===== src/rtl/hdlc_rx_channel.sv =====
// hdlc_rx_channel
// Serial front end of the HDLC receive path. Hunts for flags (01111110),
// removes stuffed zeros, detects aborts (seven ones) and assembles the
// destuffed bit stream LSB-first into bytes for the Rx frame buffer.
//
// Ports
//   Clk            system clock, rising edge
//   Rst            asynchronous reset, active low
//   Rx             serial receive line
//   RxEN           sample enable; when low all state holds
//   Rx_Data        last assembled byte (bit i = i-th received bit)
//   Rx_NewByte     pulse: Rx_Data updated
//   Rx_FlagDetect  pulse: flag seen
//   Rx_AbortDetect pulse: abort inside a valid frame
//   Rx_ValidFrame  level: frame data being received
//   Rx_EoF         pulse: frame closed by a flag
//   Rx_FrameError  pulse with Rx_EoF when frame is not byte aligned
//   Rx_FrameSize   bytes in current/last frame, saturating at MAX_COUNT
//
// state    | meaning
// ST_IDLE  | hunting for a flag; data and aborts ignored
// ST_FRAME | synchronised; committing destuffed bits after each flag
module hdlc_rx_channel #(
  parameter int MAX_COUNT = 255
) (
  input  logic       Clk,
  input  logic       Rst,
  input  logic       Rx,
  input  logic       RxEN,
  output logic [7:0] Rx_Data,
  output logic       Rx_NewByte,
  output logic       Rx_FlagDetect,
  output logic       Rx_AbortDetect,
  output logic       Rx_ValidFrame,
  output logic       Rx_EoF,
  output logic       Rx_FrameError,
  output logic [7:0] Rx_FrameSize
);

  typedef enum logic {ST_IDLE, ST_FRAME} state_t;

  localparam logic [7:0] MAX_SIZE = 8'(MAX_COUNT);

  state_t     state_q;
  logic [2:0] ones_q;
  logic [2:0] ones_inc;
  logic [2:0] ones_d;
  logic [6:0] pipe_q;
  logic [6:0] pipe_d;
  logic [2:0] fill_q;
  logic [6:0] sreg_q;
  logic [2:0] bitcnt_q;
  logic       is_flag;
  logic       is_stuff;
  logic       is_abort;
  logic       is_data;
  logic       commit_bit;

  always_comb begin
    ones_inc   = (ones_q == 3'd7) ? 3'd7 : ones_q + 3'd1;
    ones_d     = Rx ? ones_inc : 3'd0;
    is_flag    = !Rx && (ones_q == 3'd6);
    is_stuff   = !Rx && (ones_q == 3'd5) && (state_q == ST_FRAME);
    is_abort   = Rx && (ones_inc == 3'd7);
    is_data    = !is_flag && !is_stuff && !is_abort;
    // The 7-deep delay hides the first seven bits of a closing flag, so
    // those never reach the byte assembler.
    pipe_d     = {pipe_q[5:0], Rx};
    commit_bit = pipe_q[6];
  end

  always_ff @(posedge Clk or negedge Rst) begin
    if (!Rst) begin
      state_q        <= ST_IDLE;
      ones_q         <= 3'd0;
      pipe_q         <= 7'd0;
      fill_q         <= 3'd0;
      sreg_q         <= 7'd0;
      bitcnt_q       <= 3'd0;
      Rx_Data        <= 8'd0;
      Rx_NewByte     <= 1'b0;
      Rx_FlagDetect  <= 1'b0;
      Rx_AbortDetect <= 1'b0;
      Rx_ValidFrame  <= 1'b0;
      Rx_EoF         <= 1'b0;
      Rx_FrameError  <= 1'b0;
      Rx_FrameSize   <= 8'd0;
    end else begin
      Rx_NewByte     <= 1'b0;
      Rx_FlagDetect  <= 1'b0;
      Rx_AbortDetect <= 1'b0;
      Rx_EoF         <= 1'b0;
      Rx_FrameError  <= 1'b0;
      if (RxEN) begin
        ones_q <= ones_d;
        case (state_q)
          ST_IDLE: begin
            if (is_flag) begin
              Rx_FlagDetect <= 1'b1;
              state_q       <= ST_FRAME;
              fill_q        <= 3'd0;
              bitcnt_q      <= 3'd0;
            end
          end
          ST_FRAME: begin
            if (is_flag) begin
              Rx_FlagDetect <= 1'b1;
              fill_q        <= 3'd0;
              bitcnt_q      <= 3'd0;
              if (Rx_ValidFrame) begin
                Rx_EoF        <= 1'b1;
                Rx_FrameError <= (bitcnt_q != 3'd0);
                Rx_ValidFrame <= 1'b0;
              end
            end else if (is_abort) begin
              state_q        <= ST_IDLE;
              fill_q         <= 3'd0;
              bitcnt_q       <= 3'd0;
              Rx_FrameSize   <= 8'd0;
              Rx_AbortDetect <= Rx_ValidFrame;
              Rx_ValidFrame  <= 1'b0;
            end else if (is_data) begin
              pipe_q <= pipe_d;
              if (fill_q != 3'd7) begin
                fill_q <= fill_q + 3'd1;
              end else begin
                // First commit after a flag opens the frame; the size of the
                // previous frame stays visible until this point.
                if (!Rx_ValidFrame) begin
                  Rx_ValidFrame <= 1'b1;
                  Rx_FrameSize  <= 8'd0;
                end
                if (bitcnt_q == 3'd7) begin
                  Rx_Data    <= {commit_bit, sreg_q};
                  Rx_NewByte <= 1'b1;
                  bitcnt_q   <= 3'd0;
                  if (Rx_FrameSize != MAX_SIZE) begin
                    Rx_FrameSize <= Rx_FrameSize + 8'd1;
                  end
                end else begin
                  sreg_q   <= {commit_bit, sreg_q[6:1]};
                  bitcnt_q <= bitcnt_q + 3'd1;
                end
              end
            end
          end
          default: state_q <= ST_IDLE;
        endcase
      end
    end
  end

endmodule


===== config.mk =====
export PLATFORM = sky130hd
export DESIGN_NAME = hdlc_rx_channel
export DESIGN_NICKNAME = d
export VERILOG_FILES = /design/src/rtl/hdlc_rx_channel.sv
export SDC_FILE = /design/constraint.sdc
export NUM_CORES = 1
export LEC_CHECK = 0
export CAP_MARGIN = 20
export CORE_ASPECT_RATIO = 1.75
export CORE_MARGIN = 5
export CORE_UTILIZATION = 40
export CTS_CLUSTER_DIAMETER = 120
export DETAILED_ROUTE_END_ITERATION = 7
export MAX_ROUTING_LAYER = met4
export PLACE_DENSITY = 0.61
export SYNTH_ARGS = -nofsm -noshare
export SYNTH_HDL_FRONTEND = slang
export SYNTH_SLANG_ARGS = --single-unit

===== constraint.sdc =====
create_clock -name Clk -period 2.75 [get_ports Clk]
set_input_delay 0.55 -clock Clk [delete_from_list [all_inputs] [get_ports Clk]]
set_output_delay 0.55 -clock Clk [all_outputs]
set_load 0.01 [all_outputs]

==> results.ini, run 1 <==
[clock_network]
clkSinkCount=46
clock_path_buffers=2
ctsResizeCount=0
cts_tree=built
clock_latency_ps=290
cts.clk_slew.worst_paths_ps=80
cts_hold_buf=0
cts-buffers-inserted=5
post_cts_buffers=0
cts_max_level=2
cts_root_buf=clkbuf_8

[die]
num_rows=36
die_x_um=66.7
start_util=0.406
core_area_um2=5540
dieArea_um2=7280
fp.dieH_um=109
ios=26

[global_routing]
grt_max_degree=26
grt_pass1_wl_um=7920
overflow=0
grt_use_total=0.148
grt_pass1_vias=1684
antenna_found_initial=0

[placed_design]
port_buffers=25
gp_congestion=0.828
hpwlAfterDp_um=3340
dp.cells=294
postPlaceCellArea_um2=2590
pre_cts_ws_ps=216

[logic_synthesis]
netlist_instances=194
yosys_warnings=0
syn-cell-area_um2=2250
synthDistinctLibCells=41
synth.avg_cell_area_um2=11.6
yosys_most_used_dff=dfrtp_1
synth-edff-count=0
ys_seq_elements=46
async_flop_share=1.00
syn-num-nets=207
ys_seq_area_frac=0.512

[sta]
holdWs_ps=229
fmax_ghz=0.437
setup_slack_ps=463
rsz0062_at_grt=no
drv_slew=0
tightestPinTransition_ps=702
hold_viol_final=0
setup_tns_ps=0
fin_crit_sh=0.832
layout_min_cycle_time_ps=2290
finClkSkew_ps=7.46
setup_viol_count_final=0
slew-limit-headroom=0.531

[routing]
wl_per_cell_um=14.7
postRouteAntennaNets=0
drt_iter0_drc=78
firstDrtPassIters=4
vias=1613
drc=0
vias_per_cell=5.34
wl_um=4430

[final_layout]
num_antenna_cells=0
ff_latch_area_um2=1150
multi_input_area_um2=1030
layout-drive-gt1-share=0.186
areaGrowthSynthToFinish_pct=19.1
fin_cells=302
fillers=513
fin_area_um2=2680
final_nets=238
utilization=0.483

[hold_path]
hp-class=in2async

[status]
status=complete, no violations

[setup_path]
critPathKind=reg2reg
slowest_stage=dfrtp_1
worstPathArrival_ps=2470
worstSetupStartpointType=flop
cp_cell_sequence=inv_1 > ha_1 > o31ai_4 > and2_1 > o21ai_0 > mux2_2
max_stage_delay_ps=480
crit_required_ps=2940
crit_path_end_kind=flop
crit_fanout=6

[pwr]
peakVddDrop_uv=359
leakage_nw=1.20
p_total_mw=1.34
p_per_area_nw_per_um2=499

[flow_run]
drv_cap=0

-- layout by cell type, fill, tap and decap left out, types with 5 or more instances in the layout --
| master | netlist | routed |
|---|---|---|
| dfrtp_1 | 46 | 46 |
| clkdlybuf4s50_1 | 0 | 24 |
| mux2_2 | 23 | 23 |
| nand2_1 | 20 | 20 |
| inv_1 | 9 | 9 |
| nor2_1 | 9 | 9 |
| ha_1 | 9 | 9 |
| a21oi_1 | 7 | 7 |
| nand3_1 | 7 | 7 |
| o21ai_0 | 7 | 7 |
| a32o_1 | 7 | 7 |
| a31oi_1 | 5 | 5 |
| clkbuf_8 | 0 | 5 |
| buf_4 | 3 | 5 |
-- cell families after synthesis --
group	synth area share
AND/OR/NAND/NOR	0.121
flip-flops	0.512
AO/OA/AOI/OAI	0.149
multiplexers	0.138
buffers and inverters	0.0306
adder cells (fa/ha/maj)	0.0501
-- critical path, delay by kind of cell, from the launching register on --
family / cells / cell delay [ps]
AO/OA/AOI/OAI: 2 / 610
flip-flops: 1 / 480
adder cells (fa/ha/maj): 1 / 360
AND/OR/NAND/NOR: 1 / 360
multiplexers: 1 / 280
buffers and inverters: 1 / 90
-- path summary, 6_finish.rpt --
check	depth (start not counted)	to	slack [ps]	startpoint
max	6	Rx_FrameSize[0]	460	ones_q[0]
min	1	pipe_q[3]	230	Rst
max reg2reg	6	Rx_FrameSize[0]	460	ones_q[0]
min reg2reg	1	fill_q[0]	500	fill_q[0]
max in group asynchronous	2	ones_q[2]	1810	Rst
min in group Clk	1	fill_q[0]	500	fill_q[0]
-- routing by layer --
| metal | GRT usage | routed length (um) |
|---|---|---|
| met1 | 0.171 | 1810 |
| met4 | 0.0756 | 140 |
| met2 | 0.244 | 2310 |
| met3 | 0.0237 | 175 |
| met5 | - | 0 |
-- power breakdown --
part / total (mW) / internal [mW] / switching [mW]
Sequential: 0.764 / 0.728 / 0.0359
Clock: 0.394 / 0.179 / 0.214
Combinational: 0.178 / 0.0800 / 0.0983
-- sequential cells by signal (all words and copies together) (netlist names) --
name and flops:
ones_q 3, Rx_Data 8, Rx_FrameError 1, bitcnt_q 3
Rx_EoF 1, Rx_NewByte 1, Rx_ValidFrame 1, sreg_q 7
pipe_q 7, Rx_FrameSize 8, state_q 1, Rx_FlagDetect 1
fill_q 3, Rx_AbortDetect 1
-- cells in the mapped netlist (2+ instances only) --
library cell / number / area share
nor2b_1: 2 / 0.0056
nand4_1: 3 / 0.0083
and3_1: 2 / 0.0056
a32o_1: 7 / 0.031
a31oi_1: 5 / 0.014
nor2_1: 9 / 0.015
nand3_1: 7 / 0.016
a21oi_1: 7 / 0.016
ha_1: 9 / 0.050
and2_1: 3 / 0.0083
clkbuf_1: 2 / 0.0033
mux2i_1: 4 / 0.018
inv_1: 9 / 0.015
nand2b_1: 2 / 0.0056
mux2_2: 23 / 0.12
nor3_1: 3 / 0.0067
buf_4: 3 / 0.010
dfrtp_1: 46 / 0.51
nand2_1: 20 / 0.033
o21ai_0: 7 / 0.016
-- layout make-up --
cell class | instances | share of cell area
Clock buffer | 6 | 0.0271
Clock inverter | 2 | 0.00514
Inverter | 9 | 0.0126
Multi-Input combinational cell | 133 | 0.384
Sequential cell | 46 | 0.430
Tap cell | 76 | 0.0355
Timing Repair Buffer | 30 | 0.106
Note: power is estimated with default switching activity, not from simulation.
==> inputs of run 2 (changes only) <==
--- a/config.mk
+++ b/config.mk
@@ -12,7 +12,7 @@
 export CTS_CLUSTER_DIAMETER = 120
 export DETAILED_ROUTE_END_ITERATION = 7
 export MAX_ROUTING_LAYER = met4
-export PLACE_DENSITY = 0.61
+export PLACE_DENSITY = 0.64
 export SYNTH_ARGS = -nofsm -noshare
 export SYNTH_HDL_FRONTEND = slang
 export SYNTH_SLANG_ARGS = --single-unit
==> constraint.sdc (replaced) <==
create_clock -name Clk -period 1.9 [get_ports Clk]
set_input_delay 0.38 -clock Clk [delete_from_list [all_inputs] [get_ports Clk]]
set_output_delay 0.38 -clock Clk [all_outputs]
set_load 0.01 [all_outputs]
==> run 2 against run 1 <==
  * Clock power is 87% higher
  * Cell area increased by 18%
  * Worst hold slack worse by 210 ps
  * Routed wire length grew 17%
  * Critical path depth up 3
  * Die area stayed put
  * Highest routed layer unchanged
==> results.ini, run 2 (synthesis gave the netlist of run 1 again) <==
[clock_network]
cts_max_level=2  ; unchanged
clock_path_buffers=2  ; unchanged
cts_hold_buf=0  ; unchanged
cts_root_buf=clkbuf_8  ; unchanged
cts.clk_slew.worst_paths_ps=90  ; was 80 ps
clkSinkCount=46  ; unchanged
cts_tree=built  ; unchanged
clock_latency_ps=300  ; was 290 ps
cts-buffers-inserted=5  ; unchanged

[placed_design]
port_buffers=25  ; unchanged
dp.cells=325  ; was 294
gp_congestion=0.839  ; was 0.828
hpwlAfterDp_um=3780  ; was 3340 um
postPlaceCellArea_um2=2880  ; was 2590 um^2

[setup_path]
critPathKind=reg2reg  ; unchanged
critPathLaunch=ones_q[1]  ; was ones_q[0]
crit_path_end_kind=flop  ; unchanged
reg2reg_slack_ps=3  ; was 460 ps
crit_fanout=10  ; was 6
crit_required_ps=2090  ; was 2940 ps
path_delay_family=buffers and inverters  ; was compound AO/OA/AOI/OAI gates
cp.depth=9  ; was 6
rr_worst_depth=9  ; was 6
max_stage_delay_ps=460  ; was 480 ps
r2r_start=ones_q[1]  ; was ones_q[0]
cp_cell_sequence=inv_1 > ha_2 > nor2_4 > buf_4 > o21ai_4 > a21oi_1 > buf_4 > buf_4 > a32o_1  ; was inv_1 > ha_1 > o31ai_4 > and2_1 > o21ai_0 > mux2_2
worstPathArrival_ps=2090  ; was 2470 ps
slowest_stage=dfrtp_2  ; was dfrtp_1
worstSetupStartpointType=flop  ; unchanged
cp_common_cell=buf_4
cp.buffers_inverters=4  ; was 1

[final_layout]
fin_cells=339  ; was 302
final_cell_mix=dfrtp_1, buf_4, clkdlybuf4s50_1  ; was dfrtp_1, clkdlybuf4s50_1, mux2_2
areaGrowthSynthToFinish_pct=40.1  ; was 19.1%
num_antenna_cells=0  ; unchanged
final_common_cell=dfrtp_1  ; unchanged
final_nets=275  ; was 238
fin_area_um2=3150  ; was 2680 um^2
layout_top_registers=Rx_Data (8), Rx_FrameSize (8)  ; unchanged
layout-drive-gt1-share=0.373  ; was 0.186

[routing]
vias_per_cell=5.18  ; was 5.34
drc=0  ; unchanged
drt_iter0_drc=128  ; was 78
vias=1757  ; was 1613
postRouteAntennaNets=0  ; unchanged
wl_um=5200  ; was 4430 um
wl_per_cell_um=15.3  ; was 14.7 um
firstDrtPassIters=4  ; unchanged

[sta]
hold_viol_final=0  ; unchanged
rsz0062_at_grt=yes  ; was no
drv_slew=0  ; unchanged
fmax_ghz=0.527  ; was 0.437 GHz
slew-limit-headroom=0.657  ; was 0.531
fin_crit_sh=0.998  ; was 0.832
layout_min_cycle_time_ps=1900  ; was 2290 ps
tightestPinTransition_ps=510  ; was 702 ps
finClkSkew_ps=9.93  ; was 7.46 ps
setup_viol_count_final=0  ; unchanged

[global_routing]
grt_pass1_wl_um=8710  ; was 7920 um
overflow=0  ; unchanged
grt_pass1_vias=1813  ; was 1684
grt_use_total=0.164  ; was 0.148
grt_max_degree=29  ; was 26
antenna_found_initial=0  ; unchanged

[die]
fp.dieH_um=109  ; unchanged
die_x_um=66.7  ; unchanged
start_util=0.406  ; unchanged
ios=26  ; unchanged
num_rows=36  ; unchanged
dieArea_um2=7280  ; unchanged
core_area_um2=5540  ; unchanged

[pwr]
leakage_nw=1.43  ; was 1.20 nW
p_per_area_nw_per_um2=710  ; was 499 nW/um^2
peakVddDrop_uv=555  ; was 359 uV

[flow_run]
drv_cap=0  ; unchanged

[hold_path]
hp-class=in2async  ; unchanged

[status]
status=complete, no violations  ; unchanged

==> run 2: changes by cell type in the layout (fill, tap and decap cells not counted), moves of 4 or more <==
cell,before,now
buf_4,5,36
buf_6,0,4
ha_1,9,5
mux2_2,23,16
mux2_4,0,8
==> run 2: report_power, final <==
group          switching (mW)  internal (mW)  total, mW
registers              0.0558           1.06       1.11
logic                   0.184          0.205      0.388
clock network           0.343          0.394      0.738
total                   0.583           1.65       2.24
==> run 2: final timing paths <==
| kind | endpoint |
|---|---|
| min | ones_q[0] |
| min reg2reg | pipe_q[3] |
| max in group asynchronous | pipe_q[6] |
| max reg2reg | bitcnt_q[2] |
| min in group Clk | ones_q[1] |
| max | bitcnt_q[2] |
==> run 2: layout make-up <==
type | instances | area, um^2
Sequential cell | 46 | 1150
Tap cell | 76 | 95.1
Fill cell | 468 | 2390
Timing Repair Buffer | 67 | 603
Clock buffer | 5 | 68.8
Clock inverter | 3 | 43.8
Multi-Input combinational cell | 133 | 1150
Inverter | 9 | 33.8
==> run 2: per-stage QoR <==
stage / util / power (mW) / worst slack (ps) / setup TNS (ps) / hold WS (ps)
after CTS: 0.561 / 2.24 / -69.7 / -552 / 31.3
after floorplan: - / 1.31 / -33.3 / -233 / 84.4
after global placement: 0.519 / 1.45 / -297 / -8830 / 360
after global routing: 0.568 / 2.35 / -83.1 / -1440 / 50.4
after detailed placement: 0.519 / 1.46 / -321 / -9560 / 367
final: 0.568 / 2.24 / 3.31 / 0 / 23.3
==> run 2: worst reg2reg max path: stages, from the launching register on <==
cell and delay (ps):
dfrtp_2 460, inv_1 80, ha_2 200, nor2_4 50, buf_4 140, o21ai_4 220, a21oi_1 60, buf_4 190
buf_4 140, a32o_1 250
==> run 2: what timing repair did <==
action	4_1_cts	5_1_grt
endpoints found under the setup margin	33	35
pin swaps	6	9
buffers inserted	4	3
gates resized for setup	15	16
cloned	1	0
==> run 2: routing by layer <==
layer | GRT usage | wire [um] | part of all wire | up-vias
met2 | 0.285 | 2860 | 0.55 | 40
met3 | 0.0196 | 128 | 0.025 | 12
met5 | - | 0 | 0 | -
li1 | - | - | - | 842
met4 | 0.0887 | 164 | 0.032 | 0
met1 | 0.177 | 2040 | 0.39 | 863
